===== src/rtl/ralu_pkg.sv =====
// Shared definitions for the register-ALU slice: Q operation codes,
// named ALU function selects and the shift-sequencer state encoding.
package ralu_pkg;

  // Q register operation, driven by the control unit on q_op
  typedef enum logic [1:0] {
    Q_HOLD = 2'b00,
    Q_LOAD = 2'b01,
    Q_SHR  = 2'b10,
    Q_SHL  = 2'b11
  } q_op_e;

  // Frequently used ALU function selects (m=1 for PASS_A, m=0 for the others)
  localparam logic [3:0] S_PASS_A = 4'b1111;
  localparam logic [3:0] S_ADD    = 4'b1001;
  localparam logic [3:0] S_SUB    = 4'b0110;

  // Multi-cycle shift sequencer states
  typedef enum logic [1:0] {
    ST_IDLE  = 2'b00,
    ST_SHIFT = 2'b01,
    ST_DONE  = 2'b10
  } seq_state_e;

endpackage


===== src/rtl/ralu_seq_alu_core.sv =====
// 74181-style ALU core with active-high data and active-high carry.
// Every function is built as X + Y + carry_in, where X and Y are the two
// per-bit terms selected by s; logic mode returns ~(X ^ Y) per bit.
module alu_core
  import ralu_pkg::*;
#(
  parameter int WIDTH = 4
) (
  input  logic [WIDTH-1:0] a,
  input  logic [WIDTH-1:0] b,
  input  logic [3:0]       s,
  input  logic             m,
  input  logic             carry_in,
  output logic [WIDTH-1:0] r,
  output logic             carry_out
);

  logic [WIDTH-1:0] x_term;
  logic [WIDTH-1:0] y_term;
  logic [WIDTH:0]   sum;

  // Term selection, carry chain and mode mux in one combinational block
  always_comb begin
    x_term = a | (b & {WIDTH{s[0]}}) | (~b & {WIDTH{s[1]}});
    y_term = (a & ~b & {WIDTH{s[2]}}) | (a & b & {WIDTH{s[3]}});
    sum    = {1'b0, x_term} + {1'b0, y_term} + {{WIDTH{1'b0}}, carry_in};
    if (m) begin
      r         = ~(x_term ^ y_term);
      carry_out = 1'b0;
    end else begin
      r         = sum[WIDTH-1:0];
      carry_out = sum[WIDTH];
    end
  end

endmodule


===== src/rtl/ralu_seq.sv =====
// Register-ALU datapath slice: register file, accumulator Q, 74181 ALU
// and a start/busy/done sequencer that shifts Q one bit per cycle.
module ralu_seq
  import ralu_pkg::*;
#(
  parameter  int WIDTH = 4,
  parameter  int DEPTH = 8,
  localparam int AW    = $clog2(DEPTH),
  localparam int CW    = $clog2(WIDTH) + 1
) (
  input  logic             clock,
  input  logic             reset,
  input  logic [WIDTH-1:0] data_in,
  input  logic             src_sel,
  input  logic [AW-1:0]    rd_adr,
  input  logic             wr,
  input  logic [AW-1:0]    wr_adr,
  input  logic [3:0]       s,
  input  logic             m,
  input  logic             carry_in,
  input  logic [1:0]       q_op,
  input  logic             isr,
  input  logic             isl,
  input  logic             start,
  input  logic             shift_dir,
  input  logic [CW-1:0]    shift_count,
  output logic             osr,
  output logic             osl,
  output logic [WIDTH-1:0] r,
  output logic             carry_out,
  output logic             zero,
  output logic             busy,
  output logic             done
);

  logic [WIDTH-1:0] q_reg;
  logic [WIDTH-1:0] operand_a;
  logic [WIDTH-1:0] reg_data [DEPTH];
  logic [CW-1:0]    start_count;
  logic [CW-1:0]    remain_reg;
  logic             dir_reg;
  logic             busy_reg;
  logic             done_reg;
  seq_state_e       state_reg;

  // Register file: one word per generate iteration, asynchronous read
  for (genvar gi = 0; gi < DEPTH; gi++) begin : g_regfile
    logic [WIDTH-1:0] cell_reg;

    // Write the ALU result when addressed; writes are blocked while busy
    always_ff @(posedge clock) begin
      if (!reset) begin
        cell_reg <= '0;
      end else if (wr && !busy_reg && (wr_adr == AW'(gi))) begin
        cell_reg <= r;
      end
    end

    assign reg_data[gi] = cell_reg;
  end

  assign operand_a = src_sel ? data_in : reg_data[rd_adr];

  alu_core #(
    .WIDTH(WIDTH)
  ) u_alu (
    .a         (operand_a),
    .b         (q_reg),
    .s         (s),
    .m         (m),
    .carry_in  (carry_in),
    .r         (r),
    .carry_out (carry_out)
  );

  // Requested shift counts beyond the word width behave as a full-width shift
  assign start_count = (shift_count > CW'(WIDTH)) ? CW'(WIDTH) : shift_count;

  // Shift sequencer with registered busy/done flags
  always_ff @(posedge clock) begin
    if (!reset) begin
      state_reg  <= ST_IDLE;
      remain_reg <= '0;
      dir_reg    <= 1'b0;
      busy_reg   <= 1'b0;
      done_reg   <= 1'b0;
    end else begin
      case (state_reg)
        ST_IDLE: begin
          done_reg <= 1'b0;
          if (start) begin
            dir_reg    <= shift_dir;
            busy_reg   <= 1'b1;
            remain_reg <= start_count;
            if (start_count == '0) begin
              state_reg <= ST_DONE;
              done_reg  <= 1'b1;
            end else begin
              state_reg <= ST_SHIFT;
            end
          end
        end
        ST_SHIFT: begin
          remain_reg <= remain_reg - 1'b1;
          if (remain_reg == CW'(1)) begin
            state_reg <= ST_DONE;
            done_reg  <= 1'b1;
          end
        end
        ST_DONE: begin
          state_reg <= ST_IDLE;
          busy_reg  <= 1'b0;
          done_reg  <= 1'b0;
        end
        default: begin
          state_reg <= ST_IDLE;
          busy_reg  <= 1'b0;
          done_reg  <= 1'b0;
        end
      endcase
    end
  end

  // Accumulator Q: sequencer shifts take over while busy, else q_op applies
  always_ff @(posedge clock) begin
    if (!reset) begin
      q_reg <= '0;
    end else if (state_reg == ST_SHIFT) begin
      if (dir_reg) begin
        q_reg <= {q_reg[WIDTH-2:0], isl};
      end else begin
        q_reg <= {isr, q_reg[WIDTH-1:1]};
      end
    end else if (state_reg == ST_IDLE) begin
      case (q_op_e'(q_op))
        Q_LOAD:  q_reg <= r;
        Q_SHR:   q_reg <= {isr, q_reg[WIDTH-1:1]};
        Q_SHL:   q_reg <= {q_reg[WIDTH-2:0], isl};
        default: q_reg <= q_reg;
      endcase
    end
  end

  assign osr  = q_reg[0];
  assign osl  = q_reg[WIDTH-1];
  assign zero = (r == '0);
  assign busy = busy_reg;
  assign done = done_reg;

endmodule


===== config.mk =====
export PLATFORM = sky130hd
export DESIGN_NAME = ralu_seq
export DESIGN_NICKNAME = d
export VERILOG_FILES = /design/src/rtl/ralu_pkg.sv /design/src/rtl/ralu_seq_alu_core.sv /design/src/rtl/ralu_seq.sv
export SDC_FILE = /design/constraint.sdc
export NUM_CORES = 1
export LEC_CHECK = 0
export ABC_AREA = 1
export CAP_MARGIN = 5
export CORE_MARGIN = 4
export CORE_UTILIZATION = 54
export DETAILED_ROUTE_END_ITERATION = 7
export PLACE_DENSITY = 0.81
export SKIP_CTS_REPAIR_TIMING = 1
export SYNTH_ARGS = -nofsm -noshare
export SYNTH_HDL_FRONTEND = slang
export SYNTH_HIERARCHICAL = 1
export SYNTH_SLANG_ARGS = --single-unit

===== constraint.sdc =====
create_clock -name clock -period 3.3 [get_ports clock]
set_input_delay 0.33 -clock clock [delete_from_list [all_inputs] [get_ports clock]]
set_output_delay 0.33 -clock clock [all_outputs]
set_load 0.02 [all_outputs]

; Yosys cells after proc, flatten, opt, wreduce, memory -nomap -nowiden
; Index checks and enable logic that the tools add are counted.
[word_totals]
ff_bits = 44
input_bits = 29
output_inout_bits = 10
elab_cells = 91
[classes]
n_addsub = 3
magnitude_cmp = 2
eq_ne = 14
n_mux = 23
bitwise = 14
reduce_logical = 21
[op_table]
columns = operator, count
row1 = two-way mux 4 bit, 7
row2 = bitwise AND 4 bit, 6
row3 = binary-select mux 4 bit (select 3 bit), 1
row4 = "equality test 3 bit, second input constant", 4
row5 = bitwise OR 4 bit, 3
row6 = case mux 4 bit (3 select lines), 1
row7 = AND reduction 2 bit, 5
row8 = logical AND 1 bit, 9
row9 = inverter 4 bit, 2
row10 = "equality test 3 x 1 -> 1 bit, second input constant", 2
row11 = "equality test 3 x 2 -> 1 bit, second input constant", 2
row12 = logical NOT 3 bit, 2
row13 = two-way mux 2 bit, 3
row14 = two-way mux 3 bit, 2
row15 = case mux 3 bit (2 select lines), 1
row16 = adder 4 x 4 -> 5 bit, 1
row17 = adder 5 x 1 -> 5 bit, 1
row18 = two-way mux 1 bit, 5
row19 = "equality test 2 x 1 -> 1 bit, second input constant", 2
row20 = "equality test 2 bit, second input constant", 2
row21 = "greater-or-equal comparator 4 bit, second input constant", 1
row22 = logical NOT 4 bit, 1
row23 = "!= test 2 bit, second input constant", 2
row24 = inverter 3 -> 4 bit, 1
row25 = 10 further kinds, 11

; Depth between registers and ports, before layout
; Gate-level depths: netlist of the first run.
[logic_depth]
ltp_word = 14
mapped_depth = 23
mapped_depth_nobuf = 21

; Hierarchy
; Netlist of the first run, hierarchy kept.
[by_module_without_submodules]
columns = module, n_inst, cells_each, area_each_um2, seq_area_each_um2
row1 = ralu_seq, 1, 350, 2356.0, 880.8
row2 = alu_core, 1, 49, 294.0, 0.0

; Worst setup path before layout of the first run
; OpenSTA, ideal clock, no wires.
[synth_path]
path_type = input to output
from = input port rd_adr[1]
to = output port zero
arrival_time_ps = 3011
required_time_ps = 2970
path_slack_ps = -41
path_stages = 16
path_buffers = 2
cell_sequence = buf_2 > inv_2 > nand3_1 > nand3_1 > nand3_1 > nand2_1 > inv_1 > nor3_2 > inv_1 > fa_1 > inv_1 > fa_1 > nor2_1 > a21oi_1 > buf_2 > nor4_1
[synth_via]
elab_chain_cells = 12
word_cells_on_any_way = 18
cone_classes = add/sub: 2 / mux: 5 / bitwise: 10 / reduce/logical: 1
[synth_lines]
columns = element, line
row1 = from (decl), ralu_seq.sv:15  ; input logic [AW-1:0] rd_adr,
row2 = inverter 3 -> 4 bit (implied by the code) *, ralu_seq.sv:62  ; assign operand_a = src_sel ? data_in : reg_data[rd_adr];
row3 = binary-select mux 4 bit (select 3 bit) *, ralu_seq.sv:62
row4 = two-way mux 4 bit (implied by the code) * (2 in series), ralu_seq.sv:62
row5 = two-way mux 4 bit *, ralu_seq.sv:62
row6 = net operand_a[0], ralu_seq.sv:37  ; logic [WIDTH-1:0] operand_a;
row7 = bitwise AND 4 bit (2 in series), ralu_seq_alu_core.sv:25  ; y_term = (a & ~b & {WIDTH{s[2]}}) | (a & b & {WIDTH{s[3]}});
row8 = bitwise OR 4 bit, ralu_seq_alu_core.sv:25
row9 = adder 4 x 4 -> 5 bit *, ralu_seq_alu_core.sv:26  ; sum = {1'b0, x_term} + {1'b0, y_term} + {{WIDTH{1'b0}}, carry_in};
row10 = adder 5 x 1 -> 5 bit *, ralu_seq_alu_core.sv:26
row11 = two-way mux 4 bit *, ralu_seq_alu_core.sv:27  ; if (m) begin
row12 = net r[1], ralu_seq.sv:29  ; output logic [WIDTH-1:0] r,
row13 = logical NOT 4 bit *, ralu_seq.sv:146  ; assign zero = (r == '0);
row14 = to (decl), ralu_seq.sv:31  ; output logic zero,
; The timed path passes the listed nets; every way through them passes the cells marked *. The select of a mux whose other input is x is not followed.

; Final worst setup path of the first run
[layout_path]
from = input port rd_adr[2]
to = output port r[0]
[layout_via]
elab_chain_cells = 11
word_cells_on_any_way = 17
cone_classes = add/sub: 2 / mux: 5 / bitwise: 10
[layout_lines]
columns = element, line
row1 = inverter 3 -> 4 bit (implied by the code) *, ralu_seq.sv:62
row2 = binary-select mux 4 bit (select 3 bit) *, ralu_seq.sv:62
row3 = two-way mux 4 bit (implied by the code) * (2 in series), ralu_seq.sv:62
row4 = two-way mux 4 bit *, ralu_seq.sv:62
row5 = net operand_a[0], ralu_seq.sv:37
row6 = bitwise AND 4 bit (2 in series), ralu_seq_alu_core.sv:25
row7 = bitwise OR 4 bit, ralu_seq_alu_core.sv:25
row8 = adder 4 x 4 -> 5 bit or bitwise XOR 4 bit (tied branches), "ralu_seq_alu_core.sv:26, ralu_seq_alu_core.sv:28"
row9 = adder 5 x 1 -> 5 bit or inverter 4 bit (tied branches), "ralu_seq_alu_core.sv:26, ralu_seq_alu_core.sv:28"
row10 = two-way mux 4 bit *, ralu_seq_alu_core.sv:27
row11 = to (decl), ralu_seq.sv:29
; Marks and branches as above.

==> flow_summary.ini, run 1 <==
[status]
status = complete, no violations

[logic_synthesis]
syn-cell-area_um2 = 2650
ys_ff_latch = 44
post_synthesis_mean_instance_area_um2 = 6.64
synth-async-reset-ratio_pct = 0
synth-seq-area-share_pct = 33.2
synth-edff-count = 0
mappedNetlistNets = 438
synth_flop_cell = dfxtp_1
yosys_warning_total = 6
synthDistinctLibCells = 29
synthCells = 399

[placed_design]
hpwl_um = 4980
post-place-ws_ns = -0.665
post-place-cells = 518
place_area_um2 = 3260
globalplace.congestion = 0.889
buffer_ports.inserted = 38

[die]
starting_density_pct = 56.1
dieArea_um2 = 6090
die_height_um = 78.1
ioPinCount = 39
floorplan.rows = 25
die_w_um = 78.1
fp.coreArea_um2 = 4720

[setup_path]
worst_setup_path_start_kind = primary input
crit_chain = clkdlybuf4s50_1 -> inv_1 -> nand3_1 -> nand3_1 -> nand2_1 -> inv_1 -> nor3_2 -> inv_1 -> fa_1 -> mux2i_2 -> buf_4 -> clkdlybuf4s50_1
critPathSlowestCell = clkdlybuf4s50_1
critical_path_class = in -> out
worst_ep_required_time_ns = 2.97
timing.critical_path.slowest_cell_delay_ns = 0.59
endpoint_kind = output pin
critPathTopFamily = buffers and inverters
worstPathMaxFanout = 3
worst-path-buf-inv = 6
cp_data_arrival_time_ns = 2.93
critical_path.most_common_cell = inv_1

[detailed_routing]
wl_um = 6800
drc_errors = 0
wire_per_inst_um = 12.9
drc_marker_count_from_the_first_detailed_route_iteration = 210
via_per_inst = 5.21
route.antenna.remaining_nets = 0
drt_first_pass_iters = 5
dr_total_vias = 2738

[grt]
grt_pass1_wl_um = 11500
antenna_violations_before_repair = 0
first_global_vias = 2618
overflow = 0
grt_use_total_pct = 23.4
grt_start_max_net_pins = 44

[timing]
finalWorstSetupSlack_ns = 0.0434
max_slew_margin_pct = 75.1
transition_time_at_the_pin_with_the_least_slew_margin_ns = 0.373
fin_setup_tns_ns = 0
max_clock_freq_ghz = 0.307
clock_skew_ns = 0.0106
hold_viol = 0
setup_repair_after_global_routing_missed_its_margin = true
final_number_of_max_transition_violations = 0
min_period_ns = 3.26
setup_viol = 0
period_share_pct = 98.7

[clock_network]
cts.root.buffer_cell = clkbuf_8
cts-root-to-sink-buffers = 2
cts_made_buffers = 5
clk_latency_ns = 0.30
clk_pin_slew_worst_paths_ns = 0.08
tritoncts_clock_tree = built
htree_levels = 2
numClockSinks = 44

[cells_and_area]
fin_area_um2 = 3400
antenna_cells = 0
final_cells = 526
flow.area_growth_from_synthesis_pct = 28.1
finalCoreUtilization_pct = 71.9
mostFrequentLayoutCell = nand2_1
final_nets = 497
largest_reg_flops = 32
post_route_cells_drive_above_1_share_pct = 16.1
final_cell_mix = nand2_1 (90), inv_1 (58), dfxtp_1 (44)

[pwr]
vdd_ir_drop_max_mv = 0.268
lkg_pwr_nw = 1.53
cellPowerDensity_nw_per_um2 = 480

[hold_path]
hold_path_class = reg -> reg

[flow_run]
drv.max_cap_violation_count = 0
-- cells by family after synthesis --
family                   Yosys count  share of synthesized area (%)
AND/OR/NAND/NOR                  163                           28.2
AO/OA/AOI/OAI                    103                           21.0
buffers and inverters             77                           11.6
flip-flops                        44                           33.2
adder cells (fa/ha/maj)           10                           5.29
XOR/XNOR                           1                          0.331
multiplexers                       1                          0.378
-- power breakdown --
part / internal [mW] / leakage [nW] / total [mW] / switching (mW)
Combinational: 0.243 / 1.11 / 0.584 / 0.341
Sequential: 0.566 / 0.359 / 0.603 / 0.0377
Clock: 0.248 / 0.0614 / 0.442 / 0.194
-- area by class of cell --
class | count | area, µm²
flip-flops and latches | 44 | 881
repair buffers | 64 | 578
well taps | 67 | 83.8
clock inverters | 2 | 38.8
multi-input cells | 278 | 1480
inverters | 65 | 249
fillers | 393 | 1330
clock buffers | 6 | 82.6
-- cell usage after synthesis (all sizes together) (2+ instances only) --
library cell  number  area (µm²)
inv               65         249
ha                 8         100
o21ai             51         263
nand3             33         178
a21oi             51         285
buf               11        55.1
nor2              26         129
nand2             99         399
dfxtp             44         881
nand4              2        12.5
fa                 2        40.0
-- per-stage QoR --
stage	hold slack (ns)	power, mW
after floorplan	0.424	0.949
after global placement	0.434	1.17
after detailed placement	0.442	1.19
after CTS	0.455	1.62
after global routing	0.468	1.72
final	0.452	1.63
-- per-layer routing --
layer	vias up	part of all wire, %	track usage, %
met5	-	0	0
met4	0	2.0	7.52
met3	14	6.4	4.13
met2	97	47	39.8
met1	1226	45	29.9
li1	1401	-	-
-- worst min-delay path: stages (launching register included) --
cell,delay [ns]
dfxtp_1,0.31
inv_1,0.05
a21oi_1,0.05
-- worst paths after layout --
| kind | start | depth (start not counted) | to | slack [ns] |
|---|---|---|---|---|
| worst max-delay path | rd_adr[2] | 12 | r[0] | 0.04 |
| worst min-delay path | g_regfile[2].cell_reg[3] | 2 | g_regfile[2].cell_reg[3] | 0.45 |
| worst max register to register | g_regfile[2].cell_reg[0] | 19 | q_reg[1] | 0.54 |
| worst min register to register | g_regfile[2].cell_reg[3] | 2 | g_regfile[2].cell_reg[3] | 0.45 |
No activity file was read; power rests on OpenSTA's default activity.
==> inputs of run 2 (changes only) <==
CORE_UTILIZATION = 40   (was 54)
PLACE_DENSITY = 0.64   (was 0.81)
==> run 2 against run 1 <==
Against the previous run:
- clock power about the same
- critical path depth grew 2
- register-to-register slack improved by 0.09 ns
- sequential share of layout area increased by 0.12 points
- critical path type unchanged
- largest power group unchanged
==> flow_summary.ini, run 2 (same netlist as run 1, synthesis figures left out) <==
[timing]
transition_time_at_the_pin_with_the_least_slew_margin_ns = 0.463
clock_skew_ns = 0.00860
setup_viol = 0
final_number_of_max_transition_violations = 0
max_clock_freq_ghz = 0.325
fin_setup_tns_ns = 0
hold_viol = 0
finalWorstSetupSlack_ns = 0.227
max_slew_margin_pct = 68.8
min_period_ns = 3.07
period_share_pct = 93.1
setup_repair_after_global_routing_missed_its_margin = false

[clock_network]
htree_levels = 2
cts_made_buffers = 5
clk_latency_ns = 0.30
tritoncts_clock_tree = built
numClockSinks = 44
clk_pin_slew_worst_paths_ns = 0.09
cts-root-to-sink-buffers = 2
cts.root.buffer_cell = clkbuf_8

[status]
status = complete, no violations

[cells_and_area]
largest_reg_flops = 32
final_nets = 492
ff_latch_area_um2 = 881
mostFrequentLayoutCell = nand2_1
multi_input_comb_area_um2 = 1480
flow.area_growth_from_synthesis_pct = 27.5
fin_area_um2 = 3380
final_cells = 531
antenna_cells = 0
num-fill-cells = 636
post_route_cells_drive_above_1_share_pct = 14.8
final_cell_mix = nand2_1 (90), inv_1 (58), dfxtp_1 (44)

[detailed_routing]
wire_per_inst_um = 12.5
drc_errors = 0
wl_um = 6640
route.antenna.remaining_nets = 0
via_per_inst = 4.93
dr_total_vias = 2616
drt_first_pass_iters = 5
drc_marker_count_from_the_first_detailed_route_iteration = 101

[grt]
first_global_vias = 2421
overflow = 0
grt_use_total_pct = 17.5
use_met2_pct = 28.4
grt_start_max_net_pins = 44
grt_pass1_wl_um = 10900
groute.layer.met1.usage_pct = 23.3
antenna_violations_before_repair = 0
globalRoute.busiestLayer = met2
grt_util_met3_pct = 3.32

[setup_path]
worstRegToRegCells = 20
worst_ep_required_time_ns = 2.97
crit_chain = clkdlybuf4s50_1 -> inv_1 -> nand3_1 -> nand2_1 -> inv_1 -> o211ai_1 -> inv_1 -> fa_1 -> inv_1 -> fa_1 -> nor2_1 -> a21oi_1 -> nor4_2 -> buf_4
worst-path-buf-inv = 6
critical_path.most_common_cell = inv_1
critPathTopFamily = buffers and inverters
crit-reg2reg-launch = g_regfile[2].cell_reg[0]
r2r-end = q_reg[2]
worst_setup_path_start_kind = primary input
cp_data_arrival_time_ns = 2.74
endpoint_kind = output pin
timing.reg2reg.setup_slack_ns = 0.63
critical_path_class = in -> out
worstPathMaxFanout = 5
critPathSlowestCell = clkdlybuf4s50_1
timing.critical_path.slowest_cell_delay_ns = 0.48

[pwr]
lkg_pwr_nw = 1.52
power_frac_clock_pct = 27.4
comb_power_share_pct = 35.6
net-switching-power_mw = 0.568
cellPowerDensity_nw_per_um2 = 480
power.sequential.fraction_pct = 37.1
sw_frac_of_total_pct = 35.0
power.internal_mw = 1.06
vdd_ir_drop_max_mv = 0.302
total_power_mw = 1.62

[hold_path]
hold_path_depth = 2
min_to = g_regfile[2].cell_reg[3]
hold_path_class = reg -> reg
min_from = g_regfile[2].cell_reg[3]

[placed_design]
globalplace.congestion = 0.861
buffer_ports.inserted = 38
post-place-ws_ns = -0.655
place_area_um2 = 3220
post-place-cells = 521
hpwl_um = 5040

[die]
dieArea_um2 = 7990
ioPinCount = 39
die_height_um = 89.4
fp.coreArea_um2 = 6390
die_w_um = 89.4
starting_density_pct = 41.5
floorplan.rows = 29

[flow_run]
drv.max_cap_violation_count = 0
## run 2: worst min-delay path, stage by stage, from the launching register on
cell and delay (ns):
dfxtp_1 0.31, inv_1 0.06, a21oi_1 0.05
## run 2: worst max path at each step
stage,endpoint,from,slack (ns),cells after the start
3_3_place_gp,zero,rd_adr[0],-0.59,17
4_1_cts,zero,rd_adr[0],-0.66,17
6_report,zero,src_sel,0.23,14
3_5_place_dp,zero,rd_adr[0],-0.65,17
2_1_floorplan,zero,rd_adr[1],0.20,16
5_1_grt,r[3],src_sel,0.005,16
## run 2: metrics by stage
stage | util (%) | hold slack, ns
after floorplan | - | 0.424
after global placement | 50.4 | 0.438
after detailed placement | 50.4 | 0.449
after CTS | 52.3 | 0.463
after global routing | 52.9 | 0.475
final | 52.9 | 0.462
## run 2: power groups by stage
stage / clock network [mW] / registers [mW] / logic, mW
after global placement: 0 / 0.613 / 0.563
after CTS: 0.448 / 0.601 / 0.571
after global routing: 0.476 / 0.607 / 0.643
after detailed placement: 0 / 0.614 / 0.568
final: 0.444 / 0.602 / 0.577
after floorplan: 0 / 0.612 / 0.337
## run 2: cell type report
cell class              count  area share [%]
well taps                  77            2.85
flip-flops and latches     44            26.1
repair buffers             59            16.3
clock buffers               6            2.44
clock inverters             2            1.15
multi-input cells         278            43.8
inverters                  65            7.37
## run 2: per-layer routing
layer | part of all wire (%) | vias up
met2 | 46 | 57
li1 | - | 1389
met1 | 48 | 1156
met5 | 0 | -
met4 | 2.1 | 0
met3 | 4.1 | 14
